===== src/rtl/dac_mcp492x_ctrl_if.sv =====
// Request/status bundle for dac_mcp492x_ctrl.
//   master: START, VALUE, GAIN_1X, BUF (+ SHDN_N when DAC_SHDN_CTRL_EN) out; BUSY, DONE in
//   slave : the reverse
// Channel A occupies VALUE[DATA_W-1:0], channel B the next DATA_W bits.
interface dac_mcp492x_ctrl_if #(
    parameter int unsigned DATA_W = 12,
    parameter int unsigned N_CH   = 1
);
    logic                     START;
    logic [N_CH*DATA_W-1:0]   VALUE;
    logic [N_CH-1:0]          GAIN_1X;
    logic [N_CH-1:0]          BUF;
`ifdef DAC_SHDN_CTRL_EN
    logic [N_CH-1:0]          SHDN_N;
`endif
    logic                     BUSY;
    logic                     DONE;

`ifdef DAC_SHDN_CTRL_EN
    modport master (output START, VALUE, GAIN_1X, BUF, SHDN_N, input BUSY, DONE);
    modport slave  (input START, VALUE, GAIN_1X, BUF, SHDN_N, output BUSY, DONE);
`else
    modport master (output START, VALUE, GAIN_1X, BUF, input BUSY, DONE);
    modport slave  (input START, VALUE, GAIN_1X, BUF, output BUSY, DONE);
`endif
endinterface


===== src/rtl/dac_mcp492x_ctrl.sv =====
// SPI write controller for MCP4901/4911/4921 (single) and MCP4902/4912/4922 (dual) DACs.
// A START rising edge captures the request, shifts one 16-bit command word per channel
// (SPI mode 0, MSB first), then pulses LDAC to update all outputs together.
//   CLK, RST_N : system clock, asynchronous active-low reset
//   bus        : request/status interface (slave side)
//   CS_DAC, CLK_DAC, SDO_DAC, LDAC_DAC : DAC pins, all registered
// Optional macro DAC_SHDN_CTRL_EN adds per-channel SHDN_N; otherwise bit12 is fixed at 1.
module dac_mcp492x_ctrl #(
    parameter int unsigned CLK_DIV = 20,
    parameter int unsigned DATA_W  = 12,
    parameter int unsigned N_CH    = 1
) (
    input  logic               CLK,
    input  logic               RST_N,
    dac_mcp492x_ctrl_if.slave  bus,
    output logic               CS_DAC,
    output logic               CLK_DAC,
    output logic               SDO_DAC,
    output logic               LDAC_DAC
);
    localparam int unsigned DIV_W = (CLK_DIV > 1) ? $clog2(CLK_DIV) : 1;
    localparam int unsigned PAD_W = 12 - DATA_W;
    localparam logic [DIV_W-1:0] DIV_LAST = DIV_W'(CLK_DIV - 1);

    typedef enum logic [2:0] {
        S_IDLE,
        S_SHIFT,
        S_CS_HOLD,
        S_GAP,
        S_LDAC_SETUP,
        S_LDAC_PULSE
    } state_t;

    state_t           state;
    logic             start_q;    // previous START sample
    logic             arm_q;      // blocks a START held high across reset release
    logic [DIV_W-1:0] div_cnt;
    logic [4:0]       half_cnt;   // SCK half-period index within a frame
    logic [15:0]      sr;         // frame word, bit on the wire lives at [15]
    logic [15:0]      word_b_q;
    logic             ch_q;       // 1 while sending channel B

    logic [N_CH-1:0]  shdn_c;
    logic [15:0]      word_a_c;
    logic [15:0]      word_b_c;
    logic             start_edge_c;
    logic             div_end_c;
    logic             last_c;

    // Command word: channel, BUF, GA_N, SHDN_N, data left-justified in 12 bits.
    function automatic logic [15:0] make_word(input logic ch, input logic bf, input logic ga,
                                              input logic sd, input logic [DATA_W-1:0] data);
        logic [11:0] field;
        field = 12'(data) << PAD_W;
        return {ch, bf, ga, sd, field};
    endfunction

`ifdef DAC_SHDN_CTRL_EN
    assign shdn_c = bus.SHDN_N;
`else
    assign shdn_c = '1;
`endif

    assign word_a_c = make_word(1'b0, bus.BUF[0], bus.GAIN_1X[0], shdn_c[0], bus.VALUE[DATA_W-1:0]);

    if (N_CH == 2) begin : g_dual
        assign word_b_c = make_word(1'b1, bus.BUF[N_CH-1], bus.GAIN_1X[N_CH-1], shdn_c[N_CH-1],
                                    bus.VALUE[N_CH*DATA_W-1:DATA_W]);
    end else begin : g_single
        assign word_b_c = '0;
    end

    assign start_edge_c = bus.START && !start_q && arm_q;
    assign div_end_c    = (div_cnt == DIV_LAST);
    assign last_c       = (N_CH == 1) || ch_q;

    // Frame sequencer; every DAC pin and status bit is a register here.
    always_ff @(posedge CLK or negedge RST_N) begin
        if (!RST_N) begin
            state    <= S_IDLE;
            start_q  <= 1'b0;
            arm_q    <= 1'b0;
            div_cnt  <= '0;
            half_cnt <= '0;
            sr       <= '0;
            word_b_q <= '0;
            ch_q     <= 1'b0;
            CS_DAC   <= 1'b1;
            CLK_DAC  <= 1'b0;
            SDO_DAC  <= 1'b0;
            LDAC_DAC <= 1'b1;
            bus.BUSY <= 1'b0;
            bus.DONE <= 1'b0;
        end else begin
            start_q  <= bus.START;
            arm_q    <= 1'b1;
            bus.DONE <= 1'b0;
            div_cnt  <= div_end_c ? '0 : div_cnt + DIV_W'(1);

            case (state)
                S_IDLE: begin
                    div_cnt <= '0;
                    // An edge seen on the DONE cycle is dropped, not deferred.
                    if (start_edge_c && !bus.DONE) begin
                        sr       <= word_a_c;
                        word_b_q <= word_b_c;
                        ch_q     <= 1'b0;
                        half_cnt <= '0;
                        SDO_DAC  <= word_a_c[15];
                        CS_DAC   <= 1'b0;
                        bus.BUSY <= 1'b1;
                        state    <= S_SHIFT;
                    end
                end

                S_SHIFT: begin
                    if (div_end_c) begin
                        half_cnt <= half_cnt + 5'd1;
                        if (half_cnt == 5'd31) begin
                            // 16th falling edge: park SCK low and release data.
                            CLK_DAC <= 1'b0;
                            SDO_DAC <= 1'b0;
                            state   <= S_CS_HOLD;
                        end else begin
                            CLK_DAC <= ~CLK_DAC;
                            if (CLK_DAC) begin
                                sr      <= {sr[14:0], 1'b0};
                                SDO_DAC <= sr[14];
                            end
                        end
                    end
                end

                S_CS_HOLD: begin
                    if (div_end_c) begin
                        CS_DAC <= 1'b1;
                        state  <= last_c ? S_LDAC_SETUP : S_GAP;
                    end
                end

                S_GAP: begin
                    if (div_end_c) begin
                        ch_q     <= 1'b1;
                        sr       <= word_b_q;
                        SDO_DAC  <= word_b_q[15];
                        CS_DAC   <= 1'b0;
                        half_cnt <= '0;
                        state    <= S_SHIFT;
                    end
                end

                S_LDAC_SETUP: begin
                    if (div_end_c) begin
                        LDAC_DAC <= 1'b0;
                        state    <= S_LDAC_PULSE;
                    end
                end

                S_LDAC_PULSE: begin
                    if (div_end_c) begin
                        LDAC_DAC <= 1'b1;
                        bus.DONE <= 1'b1;
                        bus.BUSY <= 1'b0;
                        state    <= S_IDLE;
                    end
                end

                default: state <= S_IDLE;
            endcase
        end
    end
endmodule


===== src/flat_wrapper.sv =====
// flat-port wrapper written by rule: the top's interface ports become plain ports
module dac_mcp492x_ctrl_flat 
#(
    parameter int unsigned CLK_DIV = 20,
    parameter int unsigned DATA_W  = 12,
    parameter int unsigned N_CH    = 1
)
  (CLK, RST_N, CS_DAC, CLK_DAC, SDO_DAC, LDAC_DAC, bus_START, bus_VALUE, bus_GAIN_1X, bus_BUF, bus_BUSY, bus_DONE);
  dac_mcp492x_ctrl_if #(.DATA_W(DATA_W), .N_CH(N_CH)) bus_i ();
  input  logic CLK;
  input  logic RST_N;
  output logic CS_DAC;
  output logic CLK_DAC;
  output logic SDO_DAC;
  output logic LDAC_DAC;
  input wire logic [$bits(bus_i.START)-1:0] bus_START;
  input wire logic [$bits(bus_i.VALUE)-1:0] bus_VALUE;
  input wire logic [$bits(bus_i.GAIN_1X)-1:0] bus_GAIN_1X;
  input wire logic [$bits(bus_i.BUF)-1:0] bus_BUF;
  output wire logic [$bits(bus_i.BUSY)-1:0] bus_BUSY;
  output wire logic [$bits(bus_i.DONE)-1:0] bus_DONE;
  assign bus_i.START = bus_START;
  assign bus_i.VALUE = bus_VALUE;
  assign bus_i.GAIN_1X = bus_GAIN_1X;
  assign bus_i.BUF = bus_BUF;
  assign bus_BUSY = bus_i.BUSY;
  assign bus_DONE = bus_i.DONE;
  dac_mcp492x_ctrl #(.CLK_DIV(CLK_DIV), .DATA_W(DATA_W), .N_CH(N_CH)) u_core (.CLK(CLK), .RST_N(RST_N), .bus(bus_i), .CS_DAC(CS_DAC), .CLK_DAC(CLK_DAC), .SDO_DAC(SDO_DAC), .LDAC_DAC(LDAC_DAC));
endmodule

===== config.mk =====
export PLATFORM = sky130hd
export DESIGN_NAME = dac_mcp492x_ctrl_flat
export DESIGN_NICKNAME = d
export VERILOG_FILES = /design/src/rtl/dac_mcp492x_ctrl_if.sv /design/src/rtl/dac_mcp492x_ctrl.sv /design/src/flat_wrapper.sv
export SDC_FILE = /design/constraint.sdc
export NUM_CORES = 1
export LEC_CHECK = 0
export CAP_MARGIN = 20
export CORE_ASPECT_RATIO = 0.75
export CORE_MARGIN = 2
export CORE_UTILIZATION = 32
export DETAILED_ROUTE_END_ITERATION = 10
export PLACE_DENSITY = 0.62
export SETUP_SLACK_MARGIN = 0.3
export SLEW_MARGIN = 0
export SYNTH_ARGS = -nofsm -noshare
export SYNTH_HDL_FRONTEND = slang
export SYNTH_SLANG_ARGS = --single-unit

===== constraint.sdc =====
create_clock -name CLK -period 3.7 [get_ports CLK]
set_input_delay 0.74 -clock CLK [delete_from_list [all_inputs] [get_ports CLK]]
set_output_delay 0.74 -clock CLK [all_outputs]
set_load 0.01 [all_outputs]

# After elaboration in Yosys (flattened, before gate mapping)
# Cells that the tools add are included.
# totals
regBits,36
latch_bits,0
mem_bits_rw,0
mem_bits_ro,0
in_bits,17
wordCells,84
memories,0
# classes
addsub,2
mul,0
div_mod_pow,0
order_cmp,0
eq_ne,17
shifts,0
muxes,34
bitwise,1
n_reduce_logical,18
# ops
operator,n
15-bit two-way mux,5
15-bit case mux with 3 select lines,1
5-bit two-way mux,5
3-bit two-way mux,7
3-bit case mux with 6 select lines,1
"2-bit by 1-bit != test with 1-bit output, second input constant",8
5-bit case mux with 3 select lines,1
"5-bit by 1-bit adder with 5-bit output, second input constant",2
"5-bit == test, second input constant",2
1-bit two-way mux,10
4-bit AND reduction,2
7-bit AND reduction,1
"3-bit by 2-bit == test with 1-bit output, second input constant",2
"3-bit == test, second input constant",2
1-bit case mux with 3 select lines,2
3-bit AND reduction,2
6-bit AND reduction,1
3-bit nonzero test,2
5-bit AND reduction,1
1-bit case mux with 2 select lines,2
2-bit nonzero test,2
"3-bit by 1-bit == test with 1-bit output, second input constant",1
1-bit logical AND,3
3-bit zero test,1
other kinds (5),6

# Depth between registers and ports, before layout
# logic_depth
depth_word,6
ltp_mapped,8
depth_no_buf,7

# Worst setup path before layout
# OpenSTA, ideal clock, no wires.
# synth_timing
path_type,flip-flop to flip-flop
start,reg u_core.half_cnt[0]
end,reg u_core.sr[2]
arrival_time_ns,1.931
t_required_ns,3.575
path_slack_ns,1.644
stages_incl_launch_ff,9
path_cell_list,dfrtp_1 > ha_1 > and3_1 > ha_1 > inv_1 > a21oi_1 > o31ai_4 > buf_8 > mux2_4
# synth_via
elab_chain_cells,3
# synth_lines
element,line,rtl
from (decl),dac_mcp492x_ctrl.sv:38,logic [4:0] half_cnt;
from (signal assigned),dac_mcp492x_ctrl.sv:118,half_cnt <= half_cnt + 5'd1;
5-bit == test,dac_mcp492x_ctrl.sv:119,if (half_cnt == 5'd31) begin
2-bit != test (no source line),--,
6-bit AND reduction (no source line),--,
to (signal assigned),dac_mcp492x_ctrl.sv:105,sr <= word_a_c;
to (signal assigned),dac_mcp492x_ctrl.sv:127,"sr <= {sr[14:0], 1'b0};"
to (signal assigned),dac_mcp492x_ctrl.sv:144,sr <= word_b_q;
to (decl),dac_mcp492x_ctrl.sv:39,logic [15:0] sr;
# No other way between the ends.
# A chain may end at the register's enable or synchronous reset.

# Worst setup path in the final report
# layout_timing
start,reg u_core.half_cnt[0]
end,reg u_core.sr[1]
# Same word-level chain as after synthesis.

==> results_dict.tcl <==
set metrics [dict create \
    switching_power_share_of_the_total_pct 19.6 \
    timing.critical_path.from_type "flop" \
    post-cts-setup-buffer-count 0 \
    max_freq_mhz 398 \
    hold_path_depth 1 \
    maximum_number_of_pins_on_one_net_before_global_route_repair 37 \
    synth_cells 155 \
    post_cts_hold_buffer_count 0 \
    synthesis.yosys.warnings 0 \
    io_buffer_count 22 \
    fill_cells 526 \
    reg2reg_slack_ns 1.19 \
    fp.dieArea_mm2 0.00627 \
    path_common_cell "sky130_fd_sc_hd__ha_1" \
    grt_antenna_before_repair 0 \
    antenna_cells 0 \
    post_synth_num_cell_types 43 \
    run_status "completed" \
    cts_htree_levels 2 \
    min_delay_worst_endpoint "u_core.div_cnt[0]$_DFF_PN0_" \
    clk_root_buffer_cell "sky130_fd_sc_hd__clkbuf_8" \
    hold_start "u_core.div_cnt[0]$_DFF_PN0_" \
    detailroute.via_count 1215 \
    critPathMaxStageDelay_ns 0.75 \
    powerDensity_mw_per_mm2 349 \
    max_slew.worst_pin.slew_ns 0.910 \
    rr_endpoint "u_core.sr[1]$_DFFE_PN0P_" \
    finalHoldViolCount 0 \
    clk_pin_slew_ns 0.07 \
    synth_flop_cell "sky130_fd_sc_hd__dfrtp_1" \
    rr_startpoint "u_core.half_cnt[0]$_DFFE_PN0P_" \
    die_h_um 69.1 \
    avgViaCountPerCell 4.80 \
    core.rowCount 23 \
    finalSetupTns_ns 0 \
    power_frac_clock_pct 44.4 \
    post_cts_resize_count 0 \
    cts_tree "built" \
    synth_fp_nets 175 \
    numClockSinks 36 \
    postSynthRegisterBits 36 \
    critical_path_endpoint_category "flop" \
    gp_routability_congestion 0.787 \
    worstRegToRegCells 7 \
    total_power_mw 0.758 \
    floorplan.initialDensity_pct 33.6 \
    crit_slowest_cell "sky130_fd_sc_hd__o31ai_4" \
    drc 0 \
    cts_made_buffers 5 \
    crit_arrival_ns 2.68 \
    synthesis.area_mm2 0.00181 \
    ys_async_sr_fraction_pct 100 \
    final_net_count 197 \
    grt_pass1_wl_mm 6.13 \
    via_count_of_the_first_global_routing_pass 1225 \
    cp_max_fo 15 \
    routedWlPerCell_um 13.4 \
    synth_enable_flop_cells 0 \
    power_frac_seq_pct 52.1 \
    core_area_mm2 0.00538 \
    clock_skew_ns 0.00496 \
    slew_headroom_pct 39.3 \
    critical_path.cell_chain "ha_1 -> and3_1 -> ha_1 -> inv_1 -> a21oi_1 -> o31ai_4 -> mux2_2" \
    synth.yosys.seq_area_share_pct 50.0 \
    synth_area_per_cell_um2 11.7 \
    grt_overall_usage_pct 12.5 \
    max_cap_violations 0 \
    clkLatencyLatePin_ns 0.28 \
    min_path_type "flop to flop" \
    routed_wirelength_mm 3.40 \
    fin_crit_sh_pct 67.9 \
    ant_nets 0 \
    detailed_place_hpwl_mm 2.30 \
    firstDrtPassIters 4 \
    setup_viol 0 \
    ctsLongestPathBuffers 2 \
    boundaryPins 23 \
    share_comb_of_total_power_pct 3.5 \
    power.switching_mw 0.148 \
    cellLeakagePower_nw 0.931 \
    ir_worst_vdd_mv 0.175 \
    fin_max_slew_vios 0 \
    syn_to_final_growth_pct 20.3 \
    chipWidth_um 90.8 \
    dp_slack_ns 1.11 \
    worst-setup-path-type "flop to flop" \
    power_report.internal_total_mw 0.610 \
    detailedRoute.firstIterationViolations 72 \
    drive_gt1_share_pct 18.5 \
    cp.required_ns 3.87 \
    grt_overflow 0 \
    post-route-min-period_ns 2.51 \
    rsz0062_at_grt "false" \
    setup_slack_ns 1.19 \
]
## power groups by stage
| stage | Clock [mW] | Combinational (mW) | Sequential, mW |
|---|---|---|---|
| 2_1_floorplan | 0 | 0.00181 | 0.402 |
| 3_3_place_gp | 0 | 0.0271 | 0.402 |
| 3_5_place_dp | 0 | 0.0268 | 0.403 |
| 4_1_cts | 0.348 | 0.0272 | 0.395 |
| 5_1_grt | 0.368 | 0.0298 | 0.395 |
| 6_report | 0.337 | 0.0263 | 0.395 |
## layout make-up
cell class	count	area (um2)	share of cell area, %
Clock buffer	6	72.6	3.34
Clock inverter	2	35.0	1.61
Inverter	6	22.5	1.04
Multi-Input combinational cell	104	816	37.5
Sequential cell	36	903	41.6
Tap cell	75	93.8	4.32
Timing Repair Buffer	24	230	10.6
## state kept, by name, indices dropped and copies added, names as in the netlist, 3 cells and up
register and flops:
u_core.sr 15, u_core.state 3, u_core.half_cnt 5, u_core.div_cnt 5
## layer usage
metal  GRT usage [%]  share of wire [%]  routed length, um
met1            18.1                 54               1840
met4            4.10               0.73                 25
met5               0                  0                  0
met2            17.1                 41               1390
met3            4.59                4.1                140
## through the flow
| stage | util (%) | hold slack, ns | area (um2) | cells |
|---|---|---|---|---|
| final | 40.4 | 0.470 | 2170 | 253 |
| after global routing | 40.4 | 0.490 | 2170 | 253 |
| after CTS | 40.4 | 0.474 | 2170 | 253 |
| after detailed placement | 38.4 | 0.464 | 2070 | 245 |
| after global placement | 38.4 | 0.462 | 2070 | 245 |
| after floorplan | - | 0.444 | 1810 | 155 |
## cell usage after synthesis, types with 3 or more instances
cell type	instances	area [um2]
sky130_fd_sc_hd__mux2_2	5	56.3
sky130_fd_sc_hd__nand3_1	4	20.0
sky130_fd_sc_hd__a22o_1	13	114
sky130_fd_sc_hd__a21oi_1	3	15.0
sky130_fd_sc_hd__o21ai_0	13	65.1
sky130_fd_sc_hd__inv_1	6	22.5
sky130_fd_sc_hd__mux2_4	8	120
sky130_fd_sc_hd__buf_2	3	15.0
sky130_fd_sc_hd__nand2_1	11	41.3
sky130_fd_sc_hd__nor2_1	8	30.0
sky130_fd_sc_hd__ha_1	3	37.5
sky130_fd_sc_hd__dfrtp_1	34	851
sky130_fd_sc_hd__nor3_1	4	20.0
## cells in the final DEF, fill, tap and decap left out, drive strengths merged, types with 4 or more instances in the layout
master,netlist,layout
dfrtp,34,34
nand2b,4,4
mux2,14,14
nor3,5,5
o21ai,13,13
clkdlybuf4s50,0,21
nor2,9,9
nand3,4,4
inv,6,6
clkbuf,3,7
a22o,13,13
nand2,11,11
## worst max-delay path, delay by kind of cell, from the launching register on
family                     cells  cell delay, ns
buffers and inverters          1            0.09
muxes                          1            0.42
adders and majority gates      2            0.42
and+or+nand+nor                1            0.20
AOI/OAI and AO/OA              2            0.85
DFF                            1            0.41
## kinds of logic after synthesis
| group | synth area share (%) |
|---|---|
| AO/OA/AOI/OAI | 16.1 |
| XOR/XNOR | 0.970 |
| adder cells (fa/ha/maj) | 2.08 |
| buffers and inverters | 4.85 |
| flip-flops | 50.0 |
| multiplexers | 11.5 |
| other | 0.208 |
| AND/OR/NAND/NOR | 14.3 |
## worst max path at each step
stage,endpoint,slack [ns],depth (start not counted),startpoint
floorplan,u_core.sr[2]$_DFFE_PN0P_,1.64,8,u_core.half_cnt[0]$_DFFE_PN0P_
global placement,u_core.CLK_DAC$_DFFE_PN0P_,1.15,5,bus_START
detailed placement,u_core.CLK_DAC$_DFFE_PN0P_,1.11,5,bus_START
CTS,u_core.sr[1]$_DFFE_PN0P_,1.17,7,u_core.half_cnt[0]$_DFFE_PN0P_
global route,u_core.sr[10]$_DFFE_PN0P_,1.0,7,u_core.half_cnt[0]$_DFFE_PN0P_
finish,u_core.sr[1]$_DFFE_PN0P_,1.19,7,u_core.half_cnt[0]$_DFFE_PN0P_
(Power assumes the default switching activity.)
